**src/rtl/pipe_ctrl.sv**
```systemverilog
// Pipelined MIPS control unit: decodes the IF/ID instruction and carries the
// control bundle through ID/EX, EX/MEM and MEM/WB, plus a MULT/DIV HI/LO busy tracker.
module pipe_ctrl #(
    parameter int ALUCTRL_W  = 4,
    parameter int MD_LATENCY = 8,
    parameter bit ENABLE_MD  = 1'b1
) (
    input  logic                 clk,
    input  logic                 rst_n,
    input  logic [5:0]           Opcode,
    input  logic [5:0]           Funct,
    input  logic                 StallE,
    input  logic                 FlushE,
    output logic                 BranchD,
    output logic                 Branch_beqD,
    output logic                 Branch_bneD,
    output logic                 JumpD,
    output logic                 IllegalD,
    output logic                 MDStallD,
    output logic                 RegWriteE,
    output logic                 MemtoRegE,
    output logic                 MemWriteE,
    output logic                 ALUSrcE,
    output logic                 RegDstE,
    output logic                 ALUSelectShiftE,
    output logic [ALUCTRL_W-1:0] ALUCtrlE,
    output logic                 MDStartE,
    output logic                 MDOpE,
    output logic                 RegWriteM,
    output logic                 MemtoRegM,
    output logic                 MemWriteM,
    output logic                 RegWriteW,
    output logic                 MemtoRegW,
    output logic                 MDBusy
);

    localparam logic [ALUCTRL_W-1:0] ALU_AND = ALUCTRL_W'(4'b0000);
    localparam logic [ALUCTRL_W-1:0] ALU_OR  = ALUCTRL_W'(4'b0001);
    localparam logic [ALUCTRL_W-1:0] ALU_ADD = ALUCTRL_W'(4'b0010);
    localparam logic [ALUCTRL_W-1:0] ALU_SUB = ALUCTRL_W'(4'b0110);
    localparam logic [ALUCTRL_W-1:0] ALU_SLT = ALUCTRL_W'(4'b0111);
    localparam logic [ALUCTRL_W-1:0] ALU_SLL = ALUCTRL_W'(4'b1000);
    localparam logic [ALUCTRL_W-1:0] ALU_SRL = ALUCTRL_W'(4'b1001);
    localparam logic [7:0]           MD_LAT  = 8'(MD_LATENCY);

    typedef struct packed {
        logic                 reg_write;
        logic                 mem_to_reg;
        logic                 mem_write;
        logic                 alu_src;
        logic                 reg_dst;
        logic                 alu_shift;
        logic [ALUCTRL_W-1:0] alu_ctrl;
        logic                 md_start;
        logic                 md_op;
    } ctl_t;

    ctl_t       dec_ctl;
    logic       dec_beq, dec_bne, dec_jump, dec_illegal, dec_is_md;
    ctl_t       e_d, e_q;
    logic [2:0] m_d, m_q;
    logic [1:0] w_d, w_q;
    logic [7:0] count_d, count_q;
    logic       md_busy;

    always_comb begin
        dec_ctl     = '0;
        dec_beq     = 1'b0;
        dec_bne     = 1'b0;
        dec_jump    = 1'b0;
        dec_illegal = 1'b0;
        dec_is_md   = 1'b0;
        case (Opcode)
            6'b000000: begin
                dec_ctl.reg_write = 1'b1;
                dec_ctl.reg_dst   = 1'b1;
                case (Funct)
                    6'b100000: dec_ctl.alu_ctrl = ALU_ADD;
                    6'b100010: dec_ctl.alu_ctrl = ALU_SUB;
                    6'b100100: dec_ctl.alu_ctrl = ALU_AND;
                    6'b100101: dec_ctl.alu_ctrl = ALU_OR;
                    6'b101010: dec_ctl.alu_ctrl = ALU_SLT;
                    6'b000000: begin
                        dec_ctl.alu_ctrl  = ALU_SLL;
                        dec_ctl.alu_shift = 1'b1;
                    end
                    6'b000010: begin
                        dec_ctl.alu_ctrl  = ALU_SRL;
                        dec_ctl.alu_shift = 1'b1;
                    end
                    // MULT/DIV write only HI/LO, never the register file
                    6'b011000, 6'b011010: begin
                        dec_ctl.reg_write = 1'b0;
                        dec_ctl.reg_dst   = 1'b0;
                        dec_ctl.md_start  = 1'b1;
                        dec_ctl.md_op     = Funct[1];
                        dec_is_md         = 1'b1;
                        dec_illegal       = !ENABLE_MD;
                    end
                    6'b010000, 6'b010010: begin
                        dec_ctl.alu_ctrl = ALU_ADD;
                        dec_is_md        = 1'b1;
                        dec_illegal      = !ENABLE_MD;
                    end
                    default: dec_illegal = 1'b1;
                endcase
            end
            6'b100011: begin
                dec_ctl.reg_write  = 1'b1;
                dec_ctl.alu_src    = 1'b1;
                dec_ctl.mem_to_reg = 1'b1;
                dec_ctl.alu_ctrl   = ALU_ADD;
            end
            6'b101011: begin
                dec_ctl.mem_write = 1'b1;
                dec_ctl.alu_src   = 1'b1;
                dec_ctl.alu_ctrl  = ALU_ADD;
            end
            6'b000100: begin
                dec_beq          = 1'b1;
                dec_ctl.alu_ctrl = ALU_SUB;
            end
            6'b000101: begin
                dec_bne          = 1'b1;
                dec_ctl.alu_ctrl = ALU_SUB;
            end
            6'b001000, 6'b001100, 6'b001101, 6'b001010: begin
                dec_ctl.reg_write = 1'b1;
                dec_ctl.alu_src   = 1'b1;
                case (Opcode[2:0])
                    3'b100:  dec_ctl.alu_ctrl = ALU_AND;
                    3'b101:  dec_ctl.alu_ctrl = ALU_OR;
                    3'b010:  dec_ctl.alu_ctrl = ALU_SLT;
                    default: dec_ctl.alu_ctrl = ALU_ADD;
                endcase
            end
            6'b000010: dec_jump = 1'b1;
            default:   dec_illegal = 1'b1;
        endcase
        // an unsupported instruction must travel down the pipe as a pure NOP
        if (dec_illegal) begin
            dec_ctl   = '0;
            dec_beq   = 1'b0;
            dec_bne   = 1'b0;
            dec_jump  = 1'b0;
            dec_is_md = 1'b0;
        end
    end

    always_comb begin
        e_d = e_q;
        if (FlushE) begin
            e_d = '0;
        end else if (!StallE) begin
            e_d = dec_ctl;
        end
        m_d     = StallE ? 3'b000 : {e_q.reg_write, e_q.mem_to_reg, e_q.mem_write};
        w_d     = m_q[2:1];
        count_d = count_q;
        if (ENABLE_MD && e_q.md_start && !StallE) begin
            count_d = MD_LAT;
        end else if (count_q != 8'd0) begin
            count_d = count_q - 8'd1;
        end
    end

    always_ff @(posedge clk or negedge rst_n) begin
        if (!rst_n) begin
            e_q     <= '0;
            m_q     <= '0;
            w_q     <= '0;
            count_q <= '0;
        end else begin
            e_q     <= e_d;
            m_q     <= m_d;
            w_q     <= w_d;
            count_q <= count_d;
        end
    end

    assign md_busy         = ENABLE_MD && (count_q != 8'd0);
    assign MDBusy          = md_busy;
    assign MDStallD        = md_busy & dec_is_md;
    assign Branch_beqD     = dec_beq;
    assign Branch_bneD     = dec_bne;
    assign BranchD         = dec_beq | dec_bne;
    assign JumpD           = dec_jump;
    assign IllegalD        = dec_illegal;
    assign RegWriteE       = e_q.reg_write;
    assign MemtoRegE       = e_q.mem_to_reg;
    assign MemWriteE       = e_q.mem_write;
    assign ALUSrcE         = e_q.alu_src;
    assign RegDstE         = e_q.reg_dst;
    assign ALUSelectShiftE = e_q.alu_shift;
    assign ALUCtrlE        = e_q.alu_ctrl;
    assign MDStartE        = e_q.md_start;
    assign MDOpE           = e_q.md_op;
    assign RegWriteM       = m_q[2];
    assign MemtoRegM       = m_q[1];
    assign MemWriteM       = m_q[0];
    assign RegWriteW       = w_q[1];
    assign MemtoRegW       = w_q[0];

endmodule

```
**config.mk**
```make
export PLATFORM = sky130hd
export DESIGN_NAME = pipe_ctrl
export DESIGN_NICKNAME = d
export VERILOG_FILES = /design/src/rtl/pipe_ctrl.sv
export SDC_FILE = /design/constraint.sdc
export NUM_CORES = 1
export LEC_CHECK = 0
export ABC_AREA = 1
export CORE_MARGIN = 1
export CORE_UTILIZATION = 48
export CTS_CLUSTER_DIAMETER = 80
export DETAILED_ROUTE_END_ITERATION = 10
export GPL_ROUTABILITY_DRIVEN = 0
export PLACE_DENSITY = 0.79
export SYNTH_ARGS = -nofsm -noshare
export SYNTH_HDL_FRONTEND = slang
export SYNTH_SLANG_ARGS = --single-unit
```
**constraint.sdc**
```tcl
create_clock -name clk -period 1.5 [get_ports clk]
set_input_delay 0.3 -clock clk [delete_from_list [all_inputs] [get_ports clk]]
set_output_delay 0.3 -clock clk [all_outputs]
set_load 0.01 [all_outputs]
```
* Word-level counts from Yosys, hierarchy flattened
Index checks and enable logic that the tools add are counted.
** Word-level totals
- Word-level logic and storage cells :: 84
- Bits in registers :: 25
- Output and inout bits :: 24
** Cells by class
- Multiplexer cells :: 29
- Eq/ne operators :: 23
- Reductions and logical operators :: 17
- Bitwise gates (word level) :: 2
- Add/subtract/negate cells :: 1
** Operators with widths (number)
- $eq A6 B6 Y1 const B :: 7
- $mux W12 :: 3
- $eq A6 B4 Y1 const B :: 4
- $eq A6 B5 Y1 const B :: 4
- $pmux W4 S6 :: 1
- $mux W8 :: 2
- $pmux W4 S4 :: 1
- $mux W1 :: 15
- $eq A6 B2 Y1 const B :: 2
- $eq A6 B3 Y1 const B :: 2
- $logic_not A6 Y1 :: 2
- $reduce_or A11 Y1 :: 1
- $pmux W3 S3 :: 1
- $reduce_or A9 Y1 :: 1
- $reduce_bool A8 Y1 :: 1
- $reduce_or A2 Y1 :: 4
- $reduce_or A4 Y1 :: 2
- $sub A8 B1 Y8 const B :: 1
- $eq A3 B3 Y1 const B :: 2
- $mux W2 :: 3
- $reduce_or A6 Y1 :: 1
- $reduce_or A5 Y1 :: 1
- $pmux W1 S2 :: 2
- $eq A3 B2 Y1 const B :: 1
- other kinds (8) :: 8

* Logic depth before layout (Yosys ltp)
Gate-level depths: netlist of run 1.
- Depth in word-level cells :: 7
- Depth in mapped cells :: 10
- Gate-level depth less buffers :: 10

* Worst setup path after synthesis of run 1
Ideal clock, no wire load.
- Path type :: register -> output
- From :: register count_q[0]
- To :: output MDStallD
- Data arrival time :: 1.362 ns
- Setup slack :: -0.162 ns
- Path buffers :: 0
- Stages on the path, launching flop included :: 8
- Cell sequence :: dfrtp_1 -> inv_1 -> ha_1 -> nand3_1 -> nor2_2 -> nand2_2 -> inv_1 -> nor4_1
** Between the ends
- Word-level cells in the longest chain between the ends :: 2
** RTL lines
- from (decl) :: line 63 : logic [7:0] count_d, count_q;
- from (signal assigned) :: line 177 : count_q <= count_d;
- $reduce_bool A8 Y1 :: line 181 : assign md_busy = ENABLE_MD && (count_q != 8'd0);
- named net MDBusy :: line 34 : output logic MDBusy
- $and A1 B1 Y1 :: line 183 : assign MDStallD = md_busy & dec_is_md;
- to (decl) :: line 19 : output logic MDStallD,
The timed path passes the listed nets, and every way through them passes these cells.

* Final worst setup path of run 1
- From :: register count_q[0]
- To :: output MDStallD
** Between the ends
- Word-level cells in the longest chain between the ends :: 2
** RTL lines (line)
- $reduce_bool A8 Y1 :: 181
- $and A1 B1 Y1 :: 183
No other way between the ends.

==> results.cfg, run 1 <==
[timing]
period_share_pct = 120
slew_viol_final = 0
fin_skew_ps = 7.43
layout_min_cycle_time_ps = 1810
hold_violations = 0
setup_viol = 4
slew_headroom_pct = 57.1
timing_worst_slew_pin_value_ps = 641
grt_setup_unrepaired = yes
hold_ws_ps = 272
max_freq_mhz = 553
finalWorstSetupSlack_ps = -307

[floorplan]
floorplan.die.height_um = 58.5
start_util_pct = 50.6
io_pins = 40
fp.dieW_um = 58.5
rows = 20
die-area_um2 = 3420
coreArea_um2 = 3030

[grt]
grt_max_degree = 26
grt_pass1_vias = 1789
grt_first_pass_wirelength_mm = 7.29
antenna_found_initial = 0
grt_overflow = 0
grtUsageTotal_pct = 27.9

[yosys]
ys_ff_latch = 25
synth_common_cells = nand2_1 (50), nor2_1 (32), inv_1 (30), nand3_1 (29), dfrtp_1 (25)
yosys.area.top_type = dfrtp_1
synth.most_common_cell = nand2_1
netlist_instances = 218
syn_area_per_cell_um2 = 7.03
ys.flop_type = dfrtp_1
synth.cell_area_um2 = 1530
ys_warn_count = 0
synth_edf_count = 0
syn_nets = 235
synth_cell_types = 21
yosysSeqAreaShare_pct = 40.8
ys_top_cells_by_area = dfrtp_1 (41%), nand2_1 (12%), nand3_1 (9.5%)
async_flop_share_pct = 100
yosys.area.top_type_share_pct = 40.8

[clock_tree]
clockBufferDepth = 2
htreeDepth = 1
cts.sinks = 25
clkLatencyLatePin_ps = 310
cts-root-buf = clkbuf_4
cts.clk_slew.worst_paths_ps = 120
cts_buffers = 3
ctsHoldBuffers = 0
cts_tree = done

[worst_setup_path]
endpoint_kind = primary output
start_kind = register
required_ps = 1200
path_class = register to primary output
path_max_fanout = 2
crit_arrival_ps = 1510

[finish]
n_fill_cell = 157
regArea_um2 = 626
nets = 354
fin_area_um2 = 2710
antenna_cells = 0
layout-drive-gt1-share_pct = 46.4
multi_input_area_um2 = 940
areaGrowthSynthToFinish_pct = 77.1

[outcome]
outcome = finished with violations
violations = negative setup slack

[place]
place.port_buffers = 39
hpwl_mm = 3.04
postPlaceCellArea_um2 = 2370

[detailed_routing]
wl_per_cell_um = 13.2
drc = 0
viasPerCell = 5.05
vias = 1919
drt_iter0_markers = 92
dr.pass1.iters = 4
antenna_left = 0
wl_mm = 5.01

[pwr]
p_per_area_nw_per_um2 = 814
leakage_nw = 1.52
irDropWorstVdd_mv = 0.372

[hold_path]
hp-class = input port to register

[run]
cap_violations = 0
## final timing paths
| kind | cells after the start | start | to | slack (ps) |
|---|---|---|---|---|
| max in group asynchronous | 2 | rst_n | ALUCtrlE[2] | 930 |
| worst max register to register | 13 | count_q[0] | count_q[6] | -250 |
| worst min-delay path | 2 | Opcode[3] | MemtoRegE | 270 |
| worst max-delay path | 8 | count_q[0] | MDStallD | -310 |
| worst min register to register | 0 | m_q[1] | w_q[0] | 390 |
| min in group asynchronous | 2 | rst_n | count_q[2] | 340 |
## kinds of logic (layout without fill, tap and decap cells)
| kind of cell | count (synthesis) | after routing | share of synthesized area [%] |
|---|---|---|---|
| buf+inv | 36 | 154 | 8.82 |
| simple gates | 142 | 142 | 44.5 |
| fa+ha+maj | 1 | 1 | 0.817 |
| flops | 25 | 25 | 40.8 |
| compound gates | 13 | 13 | 4.41 |
| xor+xnor | 1 | 1 | 0.572 |
## flip-flops by register name, summed over array words and instances, names as in the netlist
| signal | count |
|---|---|
| ALUCtrlE | 4 |
| ALUSelectShiftE | 1 |
| ALUSrcE | 1 |
| MDOpE | 1 |
| MDStartE | 1 |
| MemWriteE | 1 |
| MemtoRegE | 1 |
| RegDstE | 1 |
| RegWriteE | 1 |
| count_q | 8 |
| m_q | 3 |
| w_q | 2 |
## where the power goes
part / internal (W) / total [W] / leakage (nW) / switching (W)
clock network: 0.000104 / 0.000284 / 0.0150 / 0.000180
registers: 0.000786 / 0.000859 / 0.331 / 0.0000730
logic: 0.000555 / 0.00106 / 1.18 / 0.000510
## worst max-delay path: stages (launching register included)
cell and delay (ps):
dfrtp_1 390, inv_2 60, ha_4 170, nand3_4 90
nor2_4 40, nand2_2 80, inv_2 60, nor4_4 140
buf_2 170
## through the flow
stage               power (W)  setup WS (ps)  utilization, %  cells  setup TNS, ps
finish                0.00221           -307            89.6    380           -856
global route          0.00234           -408            89.6    380          -1200
CTS                   0.00207           -314            85.4    369           -789
detailed placement    0.00166           -796            78.4    352          -7750
global placement      0.00164           -781            78.4    352          -7240
floorplan             0.00121          -11.2               -    218          -11.2
## timing repair
item	CTS	global route
gates resized for setup	113	41
pin swaps	14	19
setup buffers	13	14
endpoints found under the hold margin	0	0
setup endpoints to repair	22	16
## layout make-up
type,instances,area share [%]
clock buffers,4,0.969
inverters,36,5.07
multi-input cells,157,34.6
flip-flops and latches,25,23.1
well taps,44,2.03
repair buffers,114,34.2
## placed cells by master, fill, tap and decap left out, types with 3 or more instances in the layout
cell type / n
clkdlybuf4s50_1: 3
nand2_1: 46
o21ai_1: 3
dlymetal6s2s_1: 3
inv_2: 13
a21oi_2: 3
clkbuf_4: 3
buf_2: 12
nor2_4: 14
inv_1: 22
nand3_1: 24
dfrtp_1: 25
nand2_2: 7
nor2_1: 23
nand3_2: 7
buf_6: 11
nor3_1: 5
dlygate4sd2_1: 14
nor2_2: 10
a21oi_1: 3
buf_4: 65
## routing by layer
layer | global-route usage (%) | wire length [µm] | part of all wire, %
met1 | 32.6 | 2000 | 40
met4 | 15.6 | 233 | 4.7
met5 | 0 | 0 | 0
met3 | 2.86 | 169 | 3.4
met2 | 50.1 | 2610 | 52
Note: power is estimated with default switching activity, not from simulation.
==> run 2: changes to the inputs <==
--- a/config.mk
+++ b/config.mk
@@ -6,12 +6,14 @@
 export NUM_CORES = 1
 export LEC_CHECK = 0
 export ABC_AREA = 1
+export CELL_PAD_IN_SITES_DETAIL_PLACEMENT = 1
+export CELL_PAD_IN_SITES_GLOBAL_PLACEMENT = 2
 export CORE_MARGIN = 1
-export CORE_UTILIZATION = 48
+export CORE_UTILIZATION = 26
 export CTS_CLUSTER_DIAMETER = 80
 export DETAILED_ROUTE_END_ITERATION = 10
 export GPL_ROUTABILITY_DRIVEN = 0
-export PLACE_DENSITY = 0.79
+export PLACE_DENSITY_LB_ADDON = 0.1
 export SYNTH_ARGS = -nofsm -noshare
 export SYNTH_HDL_FRONTEND = slang
 export SYNTH_SLANG_ARGS = --single-unit
==> results.cfg, run 2 (synthesized netlist as in run 1, its figures left out) <==
[outcome]
outcome = finished with violations
violations = negative setup slack

[floorplan]
start_util_pct = 27.3
io_pins = 40
fp.dieW_um = 78.8
rows = 27
floorplan.die.height_um = 78.8
coreArea_um2 = 5610
die-area_um2 = 6200

[pwr]
power_switching_w = 0.000843
leakage_nw = 1.49
p_comb_share_pct = 48.1
irDropWorstVdd_mv = 0.553
p_per_area_nw_per_um2 = 903
p_int_w = 0.00158
power_frac_seq_pct = 35.9
power.clock.fraction_pct = 16.0
sw_frac_of_total_pct = 34.8

[worst_setup_path]
endpoint_kind = primary output
start_kind = register
crit_arrival_ps = 1470
path_max_fanout = 2
rr_startpoint = count_q[1]
r2r-end = count_q[2]
r2r_setup_slack_ps = 0
ff2ff_path_depth = 9
required_ps = 1200
path_class = register to primary output

[hold_path]
hold_depth = 0
hp-class = register to register
hold-path-endpoint = w_q[0]
min_from = m_q[1]

[finish]
largest_reg_flops = 8
layout-drive-gt1-share_pct = 42.9
max_flop_register = count_q
final_cell_mix = buf_4 (60), nand2_1 (47), dfrtp_1 (25), inv_1 (25), nand3_1 (24)
final_common_cell = buf_4
areaGrowthSynthToFinish_pct = 75.4
fin_util_pct = 47.9
nets = 344
antenna_cells = 0

[detailed_routing]
wl_mm = 4.97
antenna_left = 0
drc = 0
dr.pass1.iters = 4
vias = 1749
wl_per_cell_um = 12.5
drt_iter0_markers = 47
viasPerCell = 4.39

[timing]
hold_violations = 0
max_freq_mhz = 565
timing_worst_slew_pin_value_ps = 418
slew_headroom_pct = 72.1
layout_min_cycle_time_ps = 1770
tns_ps = -665
slew_viol_final = 0
finalWorstSetupSlack_ps = -271
fin_skew_ps = 7.94
grt_setup_unrepaired = yes
setup_viol = 4
period_share_pct = 118

[grt]
grt_pass1_vias = 1867
grt_overflow = 0
grt_first_pass_wirelength_mm = 8.44
grt_max_degree = 26
antenna_found_initial = 0
grtUsageTotal_pct = 17.3

[clock_tree]
cts-root-buf = clkbuf_8
cts_buffers = 3
cts.sinks = 25
cts_tree = done
ctsHoldBuffers = 0
htreeDepth = 1
clkLatencyLatePin_ps = 260
cts.clk_slew.worst_paths_ps = 80
clockBufferDepth = 2

[run]
cap_violations = 0

[place]
pre_cts_slack_ps = -824
place.port_buffers = 39
hpwl_mm = 3.86
run 2: cell count changes in the layout (fill, tap and decap cells not counted), moves of 3 or more:
cell	previous run	this run
clkdlybuf4s50_1	3	12
dlygate4sd2_1	14	6
nor2_2	10	17
buf_4	65	60
buf_6	11	6
nor2_4	14	9
dlymetal6s2s_1	3	7
clkbuf_4	3	0
clkbuf_8	0	3
inv_1	22	25
run 2: worst max-delay path by stage:
stage,start,to,slack [ps],depth (start not counted)
after floorplan,count_q[0],MDStallD,-10,7
after global placement,Opcode[4],IllegalD,-800,9
after detailed placement,Opcode[4],IllegalD,-820,9
after CTS,count_q[1],MDStallD,-280,8
after global routing,count_q[1],MDStallD,-390,8
final,count_q[1],MDStallD,-270,8
run 2: timing repair:
action                     in CTS  in global routing
setup endpoints to repair      15                 19
pin swaps                      12                 11
hold endpoints to repair        0                  0
setup buffers                   9                  4
gates resized for setup        87                 26
run 2: critical path: stages, from the launching register on:
cell and delay [ps]:
dfrtp_1 400, inv_2 90, ha_4 160, nand3_4 90
nor2_4 130, nand2_2 70, inv_2 90, nor4_4 40
buf_2 130
run 2: final cells by class:
type | instances | area [µm²]
fill | 731 | 2920
multi-input combinational | 157 | 928
timing repair buffer | 104 | 862
sequential | 25 | 626
inverter | 36 | 135
tap | 72 | 90.1
clock buffer | 4 | 45.0
run 2: layer usage:
metal,part of all wire [%],vias up,GRT usage [%],wire [µm]
li1,-,900,-,-
met2,55,19,33.0,2750
met1,42,824,20.6,2060
met5,0,-,0,0
met4,1.8,0,5.56,89
met3,1.4,6,0.690,69
run 2: power by group through the flow:
stage / logic, W / registers (W) / clock network (W)
floorplan: 0.000328 / 0.000881 / 0
global placement: 0.000820 / 0.000857 / 0
detailed placement: 0.000839 / 0.000863 / 0
CTS: 0.00107 / 0.000858 / 0.000411
global route: 0.00129 / 0.000883 / 0.000439
finish: 0.00117 / 0.000870 / 0.000388
run 2: through the flow:
| stage | total power [W] | cells | hold slack [ps] | cell area (µm²) |
|---|---|---|---|---|
| after global placement | 0.00168 | 384 | 363 | 2440 |
| after CTS | 0.00234 | 397 | 379 | 2630 |
| after detailed placement | 0.00170 | 384 | 363 | 2440 |
| after floorplan | 0.00121 | 218 | 4.41 | 1550 |
| final | 0.00242 | 398 | 376 | 2690 |
| after global routing | 0.00261 | 398 | 396 | 2690 |
